## src/rtl/counter_pkg.sv

```systemverilog
// Shared definitions for the counter/timer group: BCD digit limits,
// the down-timer state type and a BCD nibble validity helper.
package counter_pkg;

  localparam logic [3:0] BCD_MAX = 4'd9;
  localparam logic [3:0] BCD_MIN = 4'd0;

  typedef enum logic {
    IDLE = 1'b0,
    RUN  = 1'b1
  } state_t;

  // A nibble is a legal BCD digit when it does not exceed 9.
  function automatic logic bcd_valid(input logic [3:0] nib);
    return (nib <= BCD_MAX);
  endfunction

endpackage

```

## src/rtl/bcd_digit_down.sv

```systemverilog
// One BCD digit of a borrow-rippling down-counter. Purely combinational:
// with a borrow in, a non-zero digit decrements and absorbs the borrow,
// while a zero digit wraps to 9 and passes the borrow on.
module bcd_digit_down
  import counter_pkg::*;
(
  input  logic [3:0] digit,
  input  logic       borrow_in,
  output logic [3:0] next_digit,
  output logic       borrow_out
);

  // Next-digit and borrow decode for a single decade.
  always_comb begin
    next_digit = digit;
    borrow_out = 1'b0;
    if (borrow_in) begin
      if (digit == BCD_MIN) begin
        next_digit = BCD_MAX;
        borrow_out = 1'b1;
      end else begin
        next_digit = digit - 4'd1;
      end
    end
  end

endmodule

```

## src/rtl/bcd_down_timer.sv

```systemverilog
// Cascadable NDIG-digit BCD down-counter / interval timer with load
// validation, expiry pulse and optional auto-reload.
// Interface timing: no handshake; every input is level-sampled at each
// rising clock edge and takes effect on count/done/err one clock later.
module bcd_down_timer
  import counter_pkg::*;
#(
  parameter int NDIG = 2
) (
  input  logic              clk,
  input  logic              rst,
  input  logic              load,
  input  logic [4*NDIG-1:0] load_val,
  input  logic              en,
  input  logic              auto_reload,
  output logic [4*NDIG-1:0] count,
  output logic              zero,
  output logic              done,
  output logic              err
);

  localparam int W = 4 * NDIG;
  localparam logic [W-1:0] ONE = {{(W-1){1'b0}}, 1'b1};

  state_t          state_q, state_d;
  logic [W-1:0]    count_q, count_d;
  logic [W-1:0]    reload_q, reload_d;
  logic            done_d, err_d;
  logic            load_ok;
  logic [W-1:0]    dec_val;
  logic [NDIG:0]   borrow;

  // Digit 0 always receives the borrow; a borrow out of the top digit
  // means the count was already zero.
  assign borrow[0] = 1'b1;

  for (genvar g = 0; g < NDIG; g++) begin : g_digit
    bcd_digit_down u_digit (
      .digit      (count_q[4*g +: 4]),
      .borrow_in  (borrow[g]),
      .next_digit (dec_val[4*g +: 4]),
      .borrow_out (borrow[g+1])
    );
  end

  // Load value is accepted only when every nibble is a legal BCD digit.
  always_comb begin
    load_ok = 1'b1;
    for (int i = 0; i < NDIG; i++) begin
      if (!bcd_valid(load_val[4*i +: 4])) load_ok = 1'b0;
    end
  end

  // Next-state, next-count and pulse decode: load beats counting.
  always_comb begin
    state_d  = state_q;
    count_d  = count_q;
    reload_d = reload_q;
    done_d   = 1'b0;
    err_d    = 1'b0;
    if (load) begin
      if (!load_ok) begin
        err_d = 1'b1;
      end else begin
        count_d  = load_val;
        reload_d = load_val;
        state_d  = (load_val != '0) ? RUN : IDLE;
      end
    end else begin
      case (state_q)
        IDLE: ;
        RUN: begin
          if (en) begin
            if (borrow[NDIG]) begin
              // Never step from zero; park in IDLE instead.
              state_d = IDLE;
            end else if (count_q == ONE) begin
              done_d = 1'b1;
              if (auto_reload) begin
                count_d = reload_q;
              end else begin
                count_d = '0;
                state_d = IDLE;
              end
            end else begin
              count_d = dec_val;
            end
          end
        end
        default: state_d = IDLE;
      endcase
    end
  end

  // State, count, reload and pulse registers with synchronous reset.
  always_ff @(posedge clk) begin
    if (rst) begin
      state_q  <= IDLE;
      count_q  <= '0;
      reload_q <= '0;
      done     <= 1'b0;
      err      <= 1'b0;
    end else begin
      state_q  <= state_d;
      count_q  <= count_d;
      reload_q <= reload_d;
      done     <= done_d;
      err      <= err_d;
    end
  end

  assign count = count_q;
  assign zero  = (count_q == '0);

endmodule

```

## config.mk

```make
export PLATFORM = sky130hd
export DESIGN_NAME = bcd_down_timer
export DESIGN_NICKNAME = d
export VERILOG_FILES = /design/src/rtl/counter_pkg.sv /design/src/rtl/bcd_digit_down.sv /design/src/rtl/bcd_down_timer.sv
export SDC_FILE = /design/constraint.sdc
export NUM_CORES = 1
export LEC_CHECK = 0
export CORE_MARGIN = 8
export CORE_UTILIZATION = 47
export CTS_BUF_LIST = sky130_fd_sc_hd__clkbuf_4 sky130_fd_sc_hd__clkbuf_8
export DETAILED_ROUTE_END_ITERATION = 16
export MAX_ROUTING_LAYER = met4
export PLACE_DENSITY_LB_ADDON = 0.3
export SYNTH_ARGS = -nofsm -noshare
export SYNTH_HDL_FRONTEND = slang
export SYNTH_HIERARCHICAL = 1
export SYNTH_SLANG_ARGS = --single-unit
```

## constraint.sdc

```tcl
create_clock -name clk -period 2.25 [get_ports clk]
set_input_delay 0.3375 -clock clk [delete_from_list [all_inputs] [get_ports clk]]
set_output_delay 0.3375 -clock clk [all_outputs]
set_load 0.01 [all_outputs]
```

## Yosys cells after proc, flatten, opt, wreduce, memory -nomap -nowiden

Cells that the tools add are included.

- Bits in registers: 19
- Input port bits: 13
- Output and inout port bits: 11
- Word-level logic and storage cells: 53

- $add $sub $neg: 2
- $lt $le $gt $ge: 2
- Equal/unequal tests: 3
- Muxes and demuxes: 25
- Bitwise gates (word level): 3
- Reduce and logical (&&, ||, !) cells: 12

Operators by type and width:

| kind | count |
|---|---|
| $mux 8 | 7 |
| $mux 1 | 15 |
| $mux 4 | 3 |
| $eq 8x1->1 const B | 1 |
| $le 4x4->1 const B | 2 |
| $logic_not 4->1 | 2 |
| $logic_not 8->1 | 1 |
| $reduce_bool 8->1 | 1 |
| $sub 4x1->4 const B | 2 |
| $reduce_and 5->1 | 1 |
| $reduce_or 5->1 | 1 |
| $reduce_and 4->1 | 1 |
| $reduce_bool 2->1 | 2 |
| $not 1->1 | 3 |
| $reduce_bool 3->1 | 1 |
| $ne 2x1->1 const B | 1 |
| $ne 2x2->1 const B | 1 |
| $reduce_and 2->1 | 1 |
| $reduce_or 2->1 | 1 |

## Depth between registers and ports, before layout

- Depth in word-level cells: 8
- Mapped depth: 8
- Mapped depth without buffers: 8

## Modules after synthesis

Netlist, hierarchy kept.

Modules (own cells, without submodules):

| module | times used | cells an instance | area each (um2) | seq. area each (um2) |
|---|---|---|---|---|
| bcd_down_timer | 1 | 110 | 968.4 | 380.4 |
| bcd_digit_down | 2 | 11 | 78.8 | 0.0 |

## Worst setup path after synthesis

Ideal clock, no wire load.

- Path type: register to register
- Start: register count_q[0], in the netlist count[0]
- End: register count_q[5], in the netlist count[5]
- Setup time: 0.087 ns
- Data arrival time: 2.244 ns
- Required time: 2.163 ns
- Slack: -0.081 ns
- Cell stages (with the launch flop): 9
- Buffers on the path: 0
- Clock period less this slack: 2.331 ns
- Cells stage by stage: dfxtp_1 -> nand2b_4 -> nor4_1 -> nand2b_4 -> nor4_1 -> nor4bb_1 -> a311oi_1 -> nand2_1 -> o31ai_1

- Elaborated cells on any way between the ends: 12
- Those cells by class: 2 x eq/ne; 7 x mux; 3 x reduce/logical

RTL lines:

| item | RTL line | RTL |
|---|---|---|
| start, declared | bcd_down_timer.sv:26 | `logic [W-1:0] count_q, count_d;` |
| start signal, assigned | bcd_down_timer.sv:105 | `count_q <= count_d;` |
| $logic_not 4->1 | bcd_digit_down.sv:18 | `if (digit == BCD_MIN) begin` |
| $mux 1 | bcd_digit_down.sv:18 |  |
| net borrow[1] | bcd_down_timer.sv:31 | `logic [NDIG:0] borrow;` |
| $mux 1 | bcd_digit_down.sv:17 | `if (borrow_in) begin` |
| net borrow[2] | bcd_down_timer.sv:31 |  |
| $ne 2x2->1 (no line) | n/a |  |
| $reduce_and 5->1 (no line) | n/a |  |

The timed path passes the listed nets, and every way through them passes these cells. The select of a mux whose other input is x is not followed.
A chain may end at the register's enable or synchronous reset.

## Final worst setup path

- Start: register count_q[7], in the netlist count[7]
- End: register count_q[1], in the netlist count[1]

- Cells in the longest elaborated chain, start to end: 6
- Elaborated cells on any way between the ends: 11
- Those cells by class: 2 x eq/ne; 7 x mux; 2 x reduce/logical

Ends and longest elaborated chain:

| item | RTL line | RTL |
|---|---|---|
| $eq 8x1->1 | bcd_down_timer.sv:77 | `end else if (count_q == ONE) begin` |
| $mux 8 | bcd_down_timer.sv:77 |  |
| $mux 8 | bcd_down_timer.sv:74 | `if (borrow[NDIG]) begin` |
| $mux 8 | bcd_down_timer.sv:73 | `if (en) begin` |
| $mux 8 | bcd_down_timer.sv:70 | `case (state_q)` |
| $mux 8 | bcd_down_timer.sv:61 | `if (load) begin` |

Parallel ways exist; a longest one is shown, timed or not. The select of a mux whose other input is x is not followed.

==> results.md <==
* Outcome: completed
* Setup crit end kind: flop
* CP Data Arrival Time at approximately 2.2 ns
* Synth Instances at approximately 130
* Initial Utilization at between 50% and 60%
* Drt initial violations at 41
* Synth-to-layout area growth at 30.7%
* Synth top area share at between 30% and 40%
* Clock slew at reported path FFs at between 0.1 and 0.15 ns
* # fillers at between 200 and 250
* Commonest non-fill, non-tap cell in the layout: clkdlybuf4s50_1
* H-tree depth at 1
* DR vias at between 1000 and 1500
* Pre-antenna DRT Iters at 4
* Final ANT Viol Nets at 0
* Synth area leader: dfxtp_1
* Height of the chip at 65.0 um
* IO Count at 24
* Highest net fanout along the worst path at 9
* Dpl hpwl at a little over 2000 um
* Global-route wire length before repair at approximately 4600 um
* RSZ-0062 raised after global routing: false
* Nets@finish at approximately 180
* Pin count of the biggest net entering global routing at 14
* Req. time, crit path at around 2.4 ns
* Crit Path Class: flop to flop
* Achievable frequency at between 400 and 500 MHz
* Drc violations at 0
* Num CTS Buffers at 3
* # diodes at 0
* Worst Hold Class: flop to flop
* Clock Sinks at 19
* Mapped Avg Cell Area at 8.53 sq um
* Grt ovf at 0
* Longest Clk Path Bufs at 2
* Site Rows at 17
* Synth warn at 6
* Area contributors post-synth: dfxtp_1 34%, mux2i_1 6.2%, nand2_1 5.3%
* Peak VDD IR at around 0.36 mV
* CTS tree: built
* Synthesized flop and latch total at 19
* DR vias/cell at 5.54
* Most frequent cells in the layout: 22 x clkdlybuf4s50_1, 18 x dfxtp_1, 16 x nand2_1
* Vias in the first global route at around 1000
* Core ar. at 2230 sq um
* Final Slew Violations at 0
* Final Util at about two thirds
* Mapped cell area at around 1100 sq um
* Initial antenna violation count at 0
* Share of cells above drive strength 1 at 16.0%
* WL per Instance at 13.8 um
* Crit path time final at ~2.0 ns
* Routability congestion estimate at approximately 0.85
* Die Span X at about 65 um
* Worst skew pair latency at about 0.29 ns
* Hold Fails Final Rpt at 0
* Max Cap Viol at 0
* # port buffers at 23
* Post-Route WL at about 2600 um
* Root buffer cell: clkbuf_4
* Die area at between 4000 and 5000 sq um
* Leak at around 0.61 nW
* Final period util at roughly 89%
* Pwr dens at between 500 and 600 nW/um^2
* Startpoint Class: flop
* Final worst clock skew at between 0.006 and 0.007 ns
* Setup TNS at 0 ns
* Library cells used by synthesis at 32
* Setup violators final at 0
* Post-CTS Hold Fix Bufs at 0
* Gr usage total at between 10% and 20%
* Seq/Total Area, Yosys at between 30% and 40%
logic make-up after synthesis:
family,share of synthesized area [%]
multiplexers,6.22
AO/OA/AOI/OAI,20.2
buffers and inverters,4.78
flip-flops,33.8
AND/OR/NAND/NOR,31.6
other,0.333
XOR/XNOR,3.11
flip-flops by register name, summed over array words and instances (netlist names):
name and count:
err 1, done 1, reload_q 8, state_q 1, count 8
synth_stat cells, drive strengths merged:
library cell,instances
o21ai,5
a311oi,1
a21o,3
mux2i,7
nor2b,9
xor2,4
dfxtp,19
or4b,3
buf,3
a221oi,4
conb,1
inv,3
nand3,1
and3,1
nor3,12
clkbuf,4
nor2,10
nor4bb,1
a41o,1
nand2,16
nand3b,1
a211oi,6
or2,1
nor4,4
or4,2
o31ai,8
nand2b,2
stage by stage:
step           total power, mW  setup WS, ns  hold WS [ns]  instances  area (sq um)
2_1_floorplan            0.528        0.0986         0.461        133          1140
3_3_place_gp             0.619         0.306         0.473        186          1430
3_5_place_dp             0.623         0.232         0.474        186          1430
4_1_cts                  0.799       0.00694         0.490        191          1460
5_1_grt                  0.845         0.106         0.514        191          1470
6_report                 0.790         0.243         0.486        191          1470
worst max-delay path, cell delays in order, from the launching register on:
cell and delay (ns):
dfxtp_1 0.38, or4_4 0.54, buf_4 0.18, or2_1 0.38, a221oi_2 0.32, o31ai_1 0.10
metal layers:
layer	up-vias	wire, um	track usage, %
met3	4	124	2.58
met1	479	1310	17.4
li1	547	-	-
met5	-	0	-
met4	0	38	4.90
met2	29	1160	19.9
layout make-up:
cell class | instances | area [sq um] | share of cell area [%]
well taps | 28 | 35.0 | 2.38
clock buffers | 3 | 22.5 | 1.53
clock inverters | 1 | 5.00 | 0.340
repair buffers | 33 | 308 | 20.9
multi-input cells | 104 | 708 | 48.1
inverters | 3 | 11.3 | 0.765
flip-flops and latches | 19 | 382 | 25.9
power breakdown:
part | total (mW) | switching [mW] | internal (mW)
clock | 0.169 | 0.103 | 0.0660
combinational | 0.245 | 0.117 | 0.129
sequential | 0.376 | 0.0203 | 0.356
what timing repair did:
| item | CTS | global route |
|---|---|---|
| resized for setup | 0 | 3 |
| endpoints found under the setup margin | 1 | 6 |
| pin swaps | 1 | 0 |
| buffers inserted | 1 | 0 |
final timing paths:
check | startpoint | to | slack [ns] | depth (start not counted)
max reg2reg | count[7]$_SDFFE_PP0P_ | count[1]$_SDFFE_PP0P_ | 0.24 | 5
min | reload_q[7]$_SDFFE_PP0P_ | reload_q[7]$_SDFFE_PP0P_ | 0.49 | 2
max | count[7]$_SDFFE_PP0P_ | count[1]$_SDFFE_PP0P_ | 0.24 | 5
min reg2reg | reload_q[7]$_SDFFE_PP0P_ | reload_q[7]$_SDFFE_PP0P_ | 0.49 | 2
(Power assumes the default switching activity.)
